==> src/rtl/fix_serializer.sv <==
// fix_serializer: turns binary-tag/streamed-value fields into a FIX byte stream
// with an SOH preamble per message and a trailing "10=NNN" checksum field.
module fix_serializer #(
  parameter int          TAG_W = 14,
  parameter logic [7:0]  SOH_C = 8'h7c,
  parameter logic [7:0]  SEP_C = 8'h3d
) (
  input  logic             clk,
  input  logic             rst_n,
  input  logic             fld_valid_i,
  output logic             fld_ready_o,
  input  logic [TAG_W-1:0] tag_i,
  input  logic             msg_last_i,
  input  logic             val_valid_i,
  input  logic [7:0]       val_data_i,
  input  logic             val_last_i,
  output logic             val_ready_o,
  output logic [7:0]       data_o,
  output logic             valid_o,
  input  logic             ready_i,
  output logic             tag_s_o,
  output logic             value_s_o,
  output logic             eom_o
);
  localparam int CW = $clog2(TAG_W + 1);
  typedef enum logic [3:0] {IDLE, PRE, CONV, TAG, SEP, VAL, FSOH, CKT, CKV, CKS} state_e;
  state_e           state_q, state_d;
  logic [TAG_W-1:0] bin_q, bin_d, bin_n;
  logic [19:0]      bcd_q, bcd_d, bcd_n, adj;
  logic [CW-1:0]    cnt_q, cnt_d;
  logic [2:0]       dig_q, dig_d;
  logic             last_q, last_d, in_msg_q, in_msg_d;
  logic [7:0]       csum_q, csum_d, data_q, data_d, ck_dig;
  logic             valid_q, tag_s_q, tag_s_d, value_s_q, value_s_d, eom_q, eom_d, emit, adv;
  function automatic logic [2:0] msd(input logic [19:0] b);
    msd = 3'd0;
    for (int k = 1; k < 5; k++)
      if (b[4*k +: 4] != 4'd0) msd = 3'(k);
  endfunction
  assign adv       = !valid_q || ready_i;
  assign data_o    = data_q;
  assign valid_o   = valid_q;
  assign tag_s_o   = tag_s_q;
  assign value_s_o = value_s_q;
  assign eom_o     = eom_q;
  // One double-dabble step: add 3 to digits >= 5, then shift the next tag bit in.
  always_comb begin
    adj = bcd_q;
    for (int k = 0; k < 5; k++)
      if (bcd_q[4*k +: 4] > 4'd4) adj[4*k +: 4] = bcd_q[4*k +: 4] + 4'd3;
  end
  assign bcd_n  = {adj[18:0], bin_q[TAG_W-1]};
  assign bin_n  = bin_q << 1;
  assign ck_dig = dig_q == 3'd0 ? csum_q / 8'd100 : dig_q == 3'd1 ? (csum_q / 8'd10) % 8'd10 : csum_q % 8'd10;
  always_comb begin
    state_d     = state_q;
    bin_d       = bin_q;
    bcd_d       = bcd_q;
    cnt_d       = cnt_q;
    dig_d       = dig_q;
    last_d      = last_q;
    in_msg_d    = in_msg_q;
    csum_d      = csum_q;
    data_d      = 8'h00;
    emit        = 1'b0;
    tag_s_d     = 1'b0;
    value_s_d   = 1'b0;
    eom_d       = 1'b0;
    fld_ready_o = state_q == IDLE;
    val_ready_o = state_q == VAL && adv;
    case (state_q)
      IDLE: if (fld_valid_i) begin
        bin_d   = tag_i;
        bcd_d   = '0;
        cnt_d   = '0;
        last_d  = msg_last_i;
        state_d = in_msg_q ? CONV : PRE;
      end
      // The preamble cycle also performs the first conversion step.
      PRE: if (adv) begin
        emit     = 1'b1;
        data_d   = SOH_C;
        in_msg_d = 1'b1;
        csum_d   = 8'h00;
        bin_d    = bin_n;
        bcd_d    = bcd_n;
        cnt_d    = cnt_q + 1'b1;
        state_d  = CONV;
      end
      CONV: if (adv) begin
        bin_d = bin_n;
        bcd_d = bcd_n;
        cnt_d = cnt_q + 1'b1;
        if (cnt_q == CW'(TAG_W - 1)) begin
          state_d = TAG;
          dig_d   = msd(bcd_n);
        end
      end
      TAG: if (adv) begin
        emit    = 1'b1;
        data_d  = {4'h3, bcd_q[4*dig_q +: 4]};
        tag_s_d = 1'b1;
        dig_d   = dig_q - 1'b1;
        if (dig_q == 3'd0) state_d = SEP;
      end
      SEP: if (adv) begin
        emit    = 1'b1;
        data_d  = SEP_C;
        state_d = VAL;
      end
      VAL: if (adv && val_valid_i) begin
        emit      = 1'b1;
        data_d    = val_data_i;
        value_s_d = 1'b1;
        if (val_last_i) state_d = FSOH;
      end
      FSOH: if (adv) begin
        emit    = 1'b1;
        data_d  = SOH_C;
        dig_d   = 3'd0;
        state_d = last_q ? CKT : IDLE;
      end
      CKT: if (adv) begin
        emit    = 1'b1;
        data_d  = dig_q == 3'd0 ? 8'h31 : dig_q == 3'd1 ? 8'h30 : SEP_C;
        tag_s_d = dig_q != 3'd2;
        dig_d   = dig_q == 3'd2 ? 3'd0 : dig_q + 1'b1;
        if (dig_q == 3'd2) state_d = CKV;
      end
      CKV: if (adv) begin
        emit      = 1'b1;
        data_d    = 8'h30 + ck_dig;
        value_s_d = 1'b1;
        dig_d     = dig_q == 3'd2 ? 3'd0 : dig_q + 1'b1;
        if (dig_q == 3'd2) state_d = CKS;
      end
      CKS: if (adv) begin
        emit     = 1'b1;
        data_d   = SOH_C;
        eom_d    = 1'b1;
        in_msg_d = 1'b0;
        state_d  = IDLE;
      end
      default: state_d = IDLE;
    endcase
    if (emit && state_q inside {TAG, SEP, VAL, FSOH}) csum_d = csum_q + data_d;
  end
  always_ff @(posedge clk or negedge rst_n) begin
    if (!rst_n) begin
      state_q   <= IDLE;
      bin_q     <= '0;
      bcd_q     <= '0;
      cnt_q     <= '0;
      dig_q     <= '0;
      last_q    <= 1'b0;
      in_msg_q  <= 1'b0;
      csum_q    <= 8'h00;
      data_q    <= 8'h00;
      valid_q   <= 1'b0;
      tag_s_q   <= 1'b0;
      value_s_q <= 1'b0;
      eom_q     <= 1'b0;
    end else begin
      state_q  <= state_d;
      bin_q    <= bin_d;
      bcd_q    <= bcd_d;
      cnt_q    <= cnt_d;
      dig_q    <= dig_d;
      last_q   <= last_d;
      in_msg_q <= in_msg_d;
      csum_q   <= csum_d;
      if (adv) begin
        data_q    <= data_d;
        valid_q   <= emit;
        tag_s_q   <= tag_s_d;
        value_s_q <= value_s_d;
        eom_q     <= eom_d;
      end
    end
  end
endmodule

==> config.mk <==
export PLATFORM = sky130hd
export DESIGN_NAME = fix_serializer
export DESIGN_NICKNAME = d
export VERILOG_FILES = /design/src/rtl/fix_serializer.sv
export SDC_FILE = /design/constraint.sdc
export NUM_CORES = 1
export LEC_CHECK = 0
export CORE_UTILIZATION = 40
export DETAILED_ROUTE_END_ITERATION = 10
export SLEW_MARGIN = 20
export SYNTH_ARGS = -nofsm -noshare
export SYNTH_HDL_FRONTEND = slang
export SYNTH_SLANG_ARGS = --single-unit
==> constraint.sdc <==
create_clock -name clk -period 5.4 [get_ports clk]
set_input_delay 0.81 -clock clk [delete_from_list [all_inputs] [get_ports clk]]
set_output_delay 0.81 -clock clk [all_outputs]
set_load 0.05 [all_outputs]
==> results.cfg, run 1 <==
[critical_path]
r2r_start = dig_q[1]$_DFFE_PN0P_
cp-end-kind = flip-flop
r2r_end = csum_q[7]$_DFFE_PN0P_
required_ns = 5.66
start_kind = flip-flop
crit_path_max_fanout = 4
max_stage_delay_ns = 0.38
path_class = flip-flop to flip-flop
r2r_slack_ns = -0.33
reg2reg_depth = 30
arrival_ns = 5.99
slowest_stage = dfrtp_1

[synth]
yosys-top-cells-area = dfrtp_1 (29%), o21ai_0 (6.9%), ha_1 (6.2%), nand2_1 (4.2%), a21oi_1 (3.6%)
synth_cell_type_count = 88
synth.top_cell.area_share_pct = 29.44
syn_inst = 692
synth_edf_count = 0
synthesis.nets = 750
yosys_warnings = 0
synthFlopType = dfrtp_1
synth_top_cell_by_area = dfrtp_1
synth_area_per_cell_um2 = 8.229
syn_area_um2 = 5694
ys_ff_latch = 67
ys_seq_area_share_pct = 29.44
ys_async_sr_fraction_pct = 100.0

[timing]
worstMarginPinSlew_ns = 0.8869
skew_ns = 0.007780
fmax_mhz = 174.5
setup_viol_count_final = 2
rsz0062_at_grt = yes
period_needed_ns = 5.732
timing.final.hold_violations = 0
hold_slack_ns = 0.4767
max_slew_margin_pct = 40.87
fin_crit_sh_pct = 106.1
setup_slack_ns = -0.3317
slew_viol_final = 0

[global_routing]
grt_pass1_wl_um = 25930
grt_max_degree = 68
first_global_vias = 5288
grt_util_all_layers_pct = 22.08
grt.overflow.total = 0
antenna_found_initial = 0

[status]
outcome = finished, violations left
failed_checks = setup timing

[power_and_ir_drop]
total_leakage_power_nw = 2.951
power.switching_w = 0.002338
power_frac_comb_pct = 68.2
power_switching_share_pct = 49.11
p_per_area_nw_per_um2 = 681.4
seq_power_share_pct = 19.9
clkPwrFrac_pct = 11.9
vdd_drop_max_uv = 260.3
intPower_w = 0.002422
p_total_w = 0.004760

[floorplanning]
start_util_pct = 41.02
die_area_um2 = 14720
die_h_um = 121.3
core_um2 = 13880
die_w_um = 121.3
rows = 43
io_pins = 43

[cts]
clock_sinks = 67
cts_buffer_depth = 2
cts_buffers = 9
path_clk_slew_ns = 0.06
cts_root_buf = clkbuf_16
cts_tree = built
clk_latency_ns = 0.33
h-tree-depth = 3

[worst_hold_path]
min_to = data_o[5]$_DFFE_PN0N_
holdPathStages = 1
min_from = data_o[5]$_DFFE_PN0N_
hold_path.class = flip-flop to flip-flop

[drt]
dr.pass1.iters = 5
wl_um = 15610
drtAntennaViolNets = 0
wl_per_cell_um = 16.51
drcViolationCount = 0
drtIter0Drc = 466
vias_per_cell = 5.826
vias = 5511

[final_layout]
layout.nets = 819
layout-drive-gt1-share_pct = 16.45
fin_area_um2 = 6985
areaGrowthSynthToFinish_pct = 22.68
antenna_cells = 0

[place]
port_buffers = 42
place_congestion = 0.9006
place_area_um2 = 6504
place_hpwl_um = 11260
preCtsSetupSlack_ns = -0.2504

[flow_run]
cap_violations = 0
[how the worst max path moves through the flow]
stage                         startpoint                     to  slack (ns)  cells past startpoint
finish              dig_q[1]$_DFFE_PN0P_  csum_q[7]$_DFFE_PN0P_       -0.33                     30
floorplan           dig_q[1]$_DFFE_PN0P_  csum_q[7]$_DFFE_PN0P_       -0.24                     32
global placement    dig_q[1]$_DFFE_PN0P_  csum_q[7]$_DFFE_PN0P_        0.04                     30
detailed placement  dig_q[1]$_DFFE_PN0P_  csum_q[7]$_DFFE_PN0P_       -0.25                     31
global route        dig_q[0]$_DFFE_PN0P_  csum_q[7]$_DFFE_PN0P_       -0.59                     29
CTS                 dig_q[1]$_DFFE_PN0P_  csum_q[7]$_DFFE_PN0P_       -0.11                     31
[layer usage]
layer / track usage [%] / up-vias / wire length (µm)
met2: 37.25 / 133 / 7701
met5: 0 / - / 0
met3: 3.524 / 20 / 553
li1: - / 2687 / -
met1: 29.05 / 2671 / 7096
met4: 6.019 / 0 / 263
[what timing repair did]
| item | in CTS | in global routing |
|---|---|---|
| buffers inserted | 3 | 14 |
| endpoints found under the hold margin | 0 | 0 |
| gates resized for setup | 4 | 16 |
| endpoints found under the setup margin | 2 | 4 |
| pin swaps | 9 | 25 |
| hold buffers | 0 | 0 |
[power by group through the flow]
stage / registers [W] / logic [W] / clock network, W
finish: 0.000948 / 0.00324 / 0.000568
global route: 0.000984 / 0.00361 / 0.000600
CTS: 0.000946 / 0.00306 / 0.000580
detailed placement: 0.000955 / 0.00300 / 0
global placement: 0.000945 / 0.00294 / 0
floorplan: 0.000959 / 0.00216 / 0
[state kept, by name, indices dropped and copies added (netlist names)]
register   count
bcd_q         20
bin_q         14
cnt_q          4
csum_q         8
data_o         8
dig_q          3
eom_o          1
in_msg_q       1
last_q         1
state_q        4
tag_s_o        1
valid_o        1
value_s_o      1
[worst max-delay path: cells and delay by family (launching register included)]
family,cells,cell delay [ns]
compound gates,14,2.73
fa+ha+maj,4,0.90
simple gates,7,0.76
mux,2,0.63
flops,1,0.38
buf+inv,3,0.23
[stage by stage]
stage	utilization (%)	setup TNS, ns	cells
after global placement	46.85	0	917
after global routing	50.32	-0.9796	946
after detailed placement	46.85	-0.2504	917
after CTS	49.23	-0.1123	936
final	50.32	-0.3554	946
after floorplan	-	-0.2411	692
[Yosys cell counts, drive strengths merged, types with 3 or more instances]
library cell,count
a211o,4
a211oi,10
a21o,11
a21oi,41
a221oi,3
a22o,7
a31oi,9
a32oi,5
and2,6
and3,5
buf,14
clkbuf,27
dfrtp,67
ha,28
inv,30
mux2,5
mux2i,16
mux4,4
nand2,65
nand2b,17
nand3,32
nand4,5
nor2,53
nor2b,11
nor3,24
o2111ai,3
o211ai,5
o21a,3
o21ai,86
o21bai,4
o221ai,5
o22ai,5
o311ai,3
o31ai,12
o41ai,3
or2,3
or3,5
xnor2,18
xor2,4
[cells in the final DEF (no fill, tap or decap), types with 22 or more instances in the layout]
cell,instances
inv_1,27
ha_1,25
nand2_1,64
nand3_1,32
o21ai_0,76
dfrtp_1,67
buf_4,57
nor2_1,50
clkdlybuf4s50_1,41
nor3_1,22
a21oi_1,36
[kinds of logic (layout without fill, tap and decap cells)]
group                      after synthesis  after routing  share of synthesized area [%]
adders and majority gates               30             30                          6.702
DFF                                     67             67                          29.44
xor gates and xnor gates                22             22                          3.384
AOI/OAI and AO/OA                      238            238                          28.74
and+or+nand+nor                        239            239                          20.74
buffers and inverters                   71            145                          5.537
muxes                                   25             25                          5.449
[layout make-up]
cell class / instances / area [µm²]
clock buffer: 11 / 252.7
inverter: 30 / 112.6
clock inverter: 5 / 36.28
timing repair buffer: 99 / 843.3
fill: 1334 / 6895
sequential: 67 / 1677
tap: 180 / 225.2
multi-input combinational: 554 / 3839
Note: power is estimated with default switching activity, not from simulation.
==> run 2: changes to the inputs <==
--- a/config.mk
+++ b/config.mk
@@ -5,8 +5,11 @@
 export SDC_FILE = /design/constraint.sdc
 export NUM_CORES = 1
 export LEC_CHECK = 0
+export CELL_PAD_IN_SITES_DETAIL_PLACEMENT = 0
+export CELL_PAD_IN_SITES_GLOBAL_PLACEMENT = 1
 export CORE_UTILIZATION = 40
 export DETAILED_ROUTE_END_ITERATION = 10
+export PLACE_DENSITY_LB_ADDON = 0.1
 export SLEW_MARGIN = 20
 export SYNTH_ARGS = -nofsm -noshare
 export SYNTH_HDL_FRONTEND = slang
==> run 2 against run 1 <==
Effect of this change: the flow still finishes with violations (setup timing); largest cell class unchanged; first-iteration DRC count is 8.4% lower; via count fell by 0.80%; utilization increased by 0.87 points; global-route usage grew 0.32 points; hold slack better by 0.0034 ns.
==> results.cfg, run 2 (synthesis gave the netlist of run 1 again) <==
[status]
outcome = finished, violations left
failed_checks = setup timing

[critical_path]
required_ns = 5.67
max_stage_delay_ns = 0.39
start_kind = flip-flop
cp-end-kind = flip-flop
path_class = flip-flop to flip-flop
arrival_ns = 5.88
crit_path_max_fanout = 4
slowest_stage = dfrtp_1

[final_layout]
regArea_um2 = 1677
largest_reg_flops = 20
layout_common_cells = o21ai_0 (76), dfrtp_1 (67), nand2_1 (64)
largest-register = bcd_q
antenna_cells = 0
layout.nets = 822
layout_commonest_cell = o21ai_0
layout-drive-gt1-share_pct = 16.91
multi_input_area_um2 = 3871
areaGrowthSynthToFinish_pct = 24.79
reg_top3 = bcd_q (20), bin_q (14)
n_fill_cell = 1311

[drt]
vias_per_cell = 5.761
drtAntennaViolNets = 0
vias = 5467
drtIter0Drc = 427
dr.pass1.iters = 5
drcViolationCount = 0
wl_per_cell_um = 16.69
wl_um = 15840

[cts]
cts_buffers = 9
h-tree-depth = 3
cts_tree = built
clk_latency_ns = 0.34
cts_root_buf = clkbuf_16
cts_buffer_depth = 2
clock_sinks = 67
path_clk_slew_ns = 0.06

[floorplanning]
die_area_um2 = 14720
die_h_um = 121.3
core_um2 = 13880
rows = 43
die_w_um = 121.3
io_pins = 43
start_util_pct = 41.02

[timing]
setup_viol_count_final = 3
rsz0062_at_grt = yes
hold_slack_ns = 0.4801
max_slew_margin_pct = 39.58
skew_ns = 0.005997
fin_crit_sh_pct = 103.9
setup_slack_ns = -0.2129
slew_viol_final = 0
period_needed_ns = 5.613
timing.final.hold_violations = 0
fmax_mhz = 178.2
worstMarginPinSlew_ns = 0.9063

[global_routing]
grt_pass1_wl_um = 26010
grt_util_all_layers_pct = 22.40
grt.overflow.total = 0
grt_max_degree = 68
antenna_found_initial = 0
first_global_vias = 5206

[power_and_ir_drop]
intPower_w = 0.002546
p_total_w = 0.004919
vdd_drop_max_uv = 213.9
clkPwrFrac_pct = 13.5
power.switching_w = 0.002373
power_frac_comb_pct = 67.1
power_switching_share_pct = 48.24
p_per_area_nw_per_um2 = 692.2
seq_power_share_pct = 19.4
total_leakage_power_nw = 2.978

[place]
place_congestion = 0.9043
place_hpwl_um = 11550
port_buffers = 42
preCtsSetupSlack_ns = -0.2258

[worst_hold_path]
hold_path.class = flip-flop to flip-flop

[flow_run]
cap_violations = 0
[run 2: changes by cell type in the layout (fill, tap and decap cells not counted), sizes merged]
cell | previous run | this run
inv | 31 | 30
clkinvlp | 0 | 1
clkinv | 4 | 2
buf | 58 | 61
bufinv | 0 | 2
[run 2: final timing paths]
kind / from / cells past startpoint / end / slack (ns)
setup / recovery: dig_q[1]$_DFFE_PN0P_ / 30 / csum_q[7]$_DFFE_PN0P_ / -0.21
hold / removal: bin_q[3]$_DFFE_PN0P_ / 2 / bin_q[3]$_DFFE_PN0P_ / 0.48
setup reg to reg: dig_q[1]$_DFFE_PN0P_ / 30 / csum_q[7]$_DFFE_PN0P_ / -0.21
hold reg to reg: bin_q[3]$_DFFE_PN0P_ / 2 / bin_q[3]$_DFFE_PN0P_ / 0.48
max in group asynchronous: rst_n / 2 / bin_q[0]$_DFFE_PN0P_ / 4.13
min in group asynchronous: rst_n / 2 / eom_o$_DFFE_PN0N_ / 0.66
[run 2: critical path, delay by kind of cell, from the launching register on]
kind	cells	cell delay, ns
adders and majority gates	4	0.88
and+or+nand+nor	7	0.76
AOI/OAI and AO/OA	14	2.65
DFF	1	0.39
muxes	2	0.60
buffers and inverters	3	0.25
[run 2: layout make-up]
class	instances	share of cell area, %
clock inverter	5	1.197
sequential	67	23.60
tap	180	3.170
clock buffer	11	3.557
multi-input combinational	554	54.48
timing repair buffer	102	12.41
inverter	30	1.585
[run 2: repair_timing]
action | in CTS | in global routing
gates cloned | 0 | 0
pin swaps | 9 | 23
hold buffers | 0 | 0
gates resized for setup | 4 | 22
endpoints found under the setup margin | 2 | 4
buffers inserted | 5 | 8
[run 2: per-layer routing]
metal,routed length (µm),part of all wire (%),global-route usage [%]
met1,7531,48,30.72
met2,7370,47,36.51
met3,739,4.7,3.618
met4,195,1.2,5.633
met5,0,0,0
[run 2: metrics by stage]
step           TNS [ns]  cells  utilization [%]  area (µm²)
5_1_grt          -1.113    949            51.19        7106
3_3_place_gp          0    920            47.11        6539
6_report        -0.2866    949            51.19        7106
4_1_cts         -0.1169    941            49.93        6930
2_1_floorplan   -0.2411    692                -        5736
3_5_place_dp    -0.2470    920            47.11        6539
[run 2: power by group through the flow]
stage | clock network (W) | logic, W | registers, W
floorplan | 0 | 0.00216 | 0.000959
global placement | 0 | 0.00300 | 0.000952
detailed placement | 0 | 0.00304 | 0.000958
CTS | 0.000676 | 0.00311 | 0.000951
global route | 0.000700 | 0.00363 | 0.000990
finish | 0.000663 | 0.00330 | 0.000955
==> run 3: changes to the inputs <==
--- a/config.mk
+++ b/config.mk
@@ -7,7 +7,7 @@
 export LEC_CHECK = 0
 export CELL_PAD_IN_SITES_DETAIL_PLACEMENT = 0
 export CELL_PAD_IN_SITES_GLOBAL_PLACEMENT = 1
-export CORE_UTILIZATION = 40
+export CORE_UTILIZATION = 36
 export DETAILED_ROUTE_END_ITERATION = 10
 export PLACE_DENSITY_LB_ADDON = 0.1
 export SLEW_MARGIN = 20
==> run 3 against run 2 <==
Effect of this change: the run now ends clean; first-iteration DRC count shrank 15%; critical path type unchanged; flip-flop and latch count stayed put; clock power increased by 4.7%; maximum frequency increased by 4.2%; non-clock buffer count decreased by 1; sequential power barely moved; clock skew grew 0.0015 ns; largest power group unchanged; hold slack got worse by 0.0035 ns; count of clock-buffer cells in the layout up 1.
==> results.cfg, run 3 (synthesis gave the netlist of run 1 again) <==
[status]
outcome = finished, final reports clean

[drt]
wl_per_cell_um = 16.55
dr.pass1.iters = 5
drcViolationCount = 0
vias = 5451
drtIter0Drc = 361
wl_um = 16200
vias_per_cell = 5.568
drtAntennaViolNets = 0

[critical_path]
max_stage_delay_ns = 0.39
cp_top_family = compound AO/OA/AOI/OAI gates
required_ns = 5.67
slowest_stage = dfrtp_1
arrival_ns = 5.66
critPathBufInv = 3
crit_path_max_fanout = 4
path_class = flip-flop to flip-flop
start_kind = flip-flop
cp-end-kind = flip-flop

[place]
dp.cells = 954
place_congestion = 0.8749
place_area_um2 = 6588
port_buffers = 42
place_hpwl_um = 11870

[final_layout]
layout.nets = 821
areaGrowthSynthToFinish_pct = 24.85
largest_reg_flops = 20
antenna_cells = 0
layout-drive-gt1-share_pct = 16.54
fin_area_um2 = 7109
final_cells = 979
largest-register = bcd_q
layout_common_cells = o21ai_0 (76), dfrtp_1 (67), nand2_1 (64)
reg_top3 = bcd_q (20), bin_q (14)
layout_commonest_cell = o21ai_0

[cts]
path_clk_slew_ns = 0.06
clock_sinks = 67
h-tree-depth = 3
clk_latency_ns = 0.34
cts_tree = built
cts_hold_buffers = 0
cts_root_buf = clkbuf_16
cts_buffers = 9
cts_buffer_depth = 2

[global_routing]
grt.overflow.total = 0
antenna_found_initial = 0
first_global_vias = 5125
grt_util_all_layers_pct = 20.74
grt_pass1_wl_um = 26700
grt_max_degree = 68

[timing]
max_slew_margin_pct = 39.71
fin_crit_sh_pct = 99.71
setup_viol_count_final = 0
period_needed_ns = 5.384
slew_viol_final = 0
fmax_mhz = 185.7
worstMarginPinSlew_ns = 0.9021
skew_ns = 0.007485
rsz0062_at_grt = yes
timing.final.hold_violations = 0

[floorplanning]
die_w_um = 127.8
die_h_um = 127.8
core_um2 = 15310
start_util_pct = 37.18
die_area_um2 = 16320
rows = 45
io_pins = 43

[power_and_ir_drop]
vdd_drop_max_uv = 270.5
p_total_w = 0.004905
total_leakage_power_nw = 2.968
p_per_area_nw_per_um2 = 690.0

[flow_run]
cap_violations = 0

[worst_hold_path]
hold_path.class = flip-flop to flip-flop
==> run 3: changes by cell type in the layout (fill, tap and decap cells not counted), sizes merged <==
cell / delta
clkbuf: +1
bufinv: +1
buf: -1
clkinv: -2
==> run 3: area by class of cell <==
class | count | area, µm²
Fill cell | 1534 | 8205
Clock buffer | 12 | 246.5
Sequential cell | 67 | 1677
Clock inverter | 4 | 97.59
Tap cell | 211 | 264.0
Timing Repair Buffer | 101 | 862.1
Inverter | 30 | 112.6
Multi-Input combinational cell | 554 | 3850
==> run 3: path summary, 6_finish.rpt <==
check / slack (ns) / cells after the start / from / endpoint
hold / removal: 0.48 / 2 / eom_o$_DFFE_PN0N_ / eom_o$_DFFE_PN0N_
hold reg to reg: 0.48 / 2 / eom_o$_DFFE_PN0N_ / eom_o$_DFFE_PN0N_
setup reg to reg: 0.02 / 31 / dig_q[1]$_DFFE_PN0P_ / csum_q[7]$_DFFE_PN0P_
max in group asynchronous: 4.15 / 2 / rst_n / bin_q[10]$_DFFE_PN0P_
setup / recovery: 0.02 / 31 / dig_q[1]$_DFFE_PN0P_ / csum_q[7]$_DFFE_PN0P_
min in group asynchronous: 0.64 / 2 / rst_n / in_msg_q$_DFFE_PN0P_
==> run 3: routing by layer <==
layer / track usage (%) / vias up / routed length [µm]
met4: 6.713 / 0 / 224
met1: 29.29 / 2594 / 7949
met5: 0 / - / 0
met2: 31.75 / 143 / 7261
li1: - / 2696 / -
met3: 3.965 / 18 / 763
==> run 3: power breakdown <==
| group | total, W | leakage (nW) | switching (W) | internal (W) |
|---|---|---|---|---|
| logic | 0.00326 | 1.93 | 0.00188 | 0.00137 |
| clock network | 0.000694 | 0.163 | 0.000230 | 0.000464 |
| registers | 0.000955 | 0.878 | 0.000253 | 0.000701 |
==> run 3: worst reg2reg max path: cells and delay by family, from the launching register on <==
family	cells	cell delay, ns
compound gates	15	2.55
xor+xnor	1	0.17
fa+ha+maj	4	0.83
buf+inv	3	0.24
flops	1	0.39
mux	2	0.59
simple gates	6	0.55
==> run 3: what timing repair did <==
item                       4_1_cts  5_1_grt
resized for setup                6       18
setup endpoints to repair        2        2
pin swaps                        9        9
buffers inserted                 2        7
==> run 3: per-stage QoR <==
stage,setup slack (ns),util (%),setup TNS (ns),hold slack [ns]
after global routing,-0.2739,46.42,-0.3085,0.5021
final,0.01559,46.42,0,0.4766
after floorplan,-0.2411,-,-0.2411,0.4484
after global placement,0.02452,43.01,0,0.4612
after CTS,-0.002555,45.48,-0.002555,0.4829
after detailed placement,-0.1273,43.01,-0.1273,0.4694
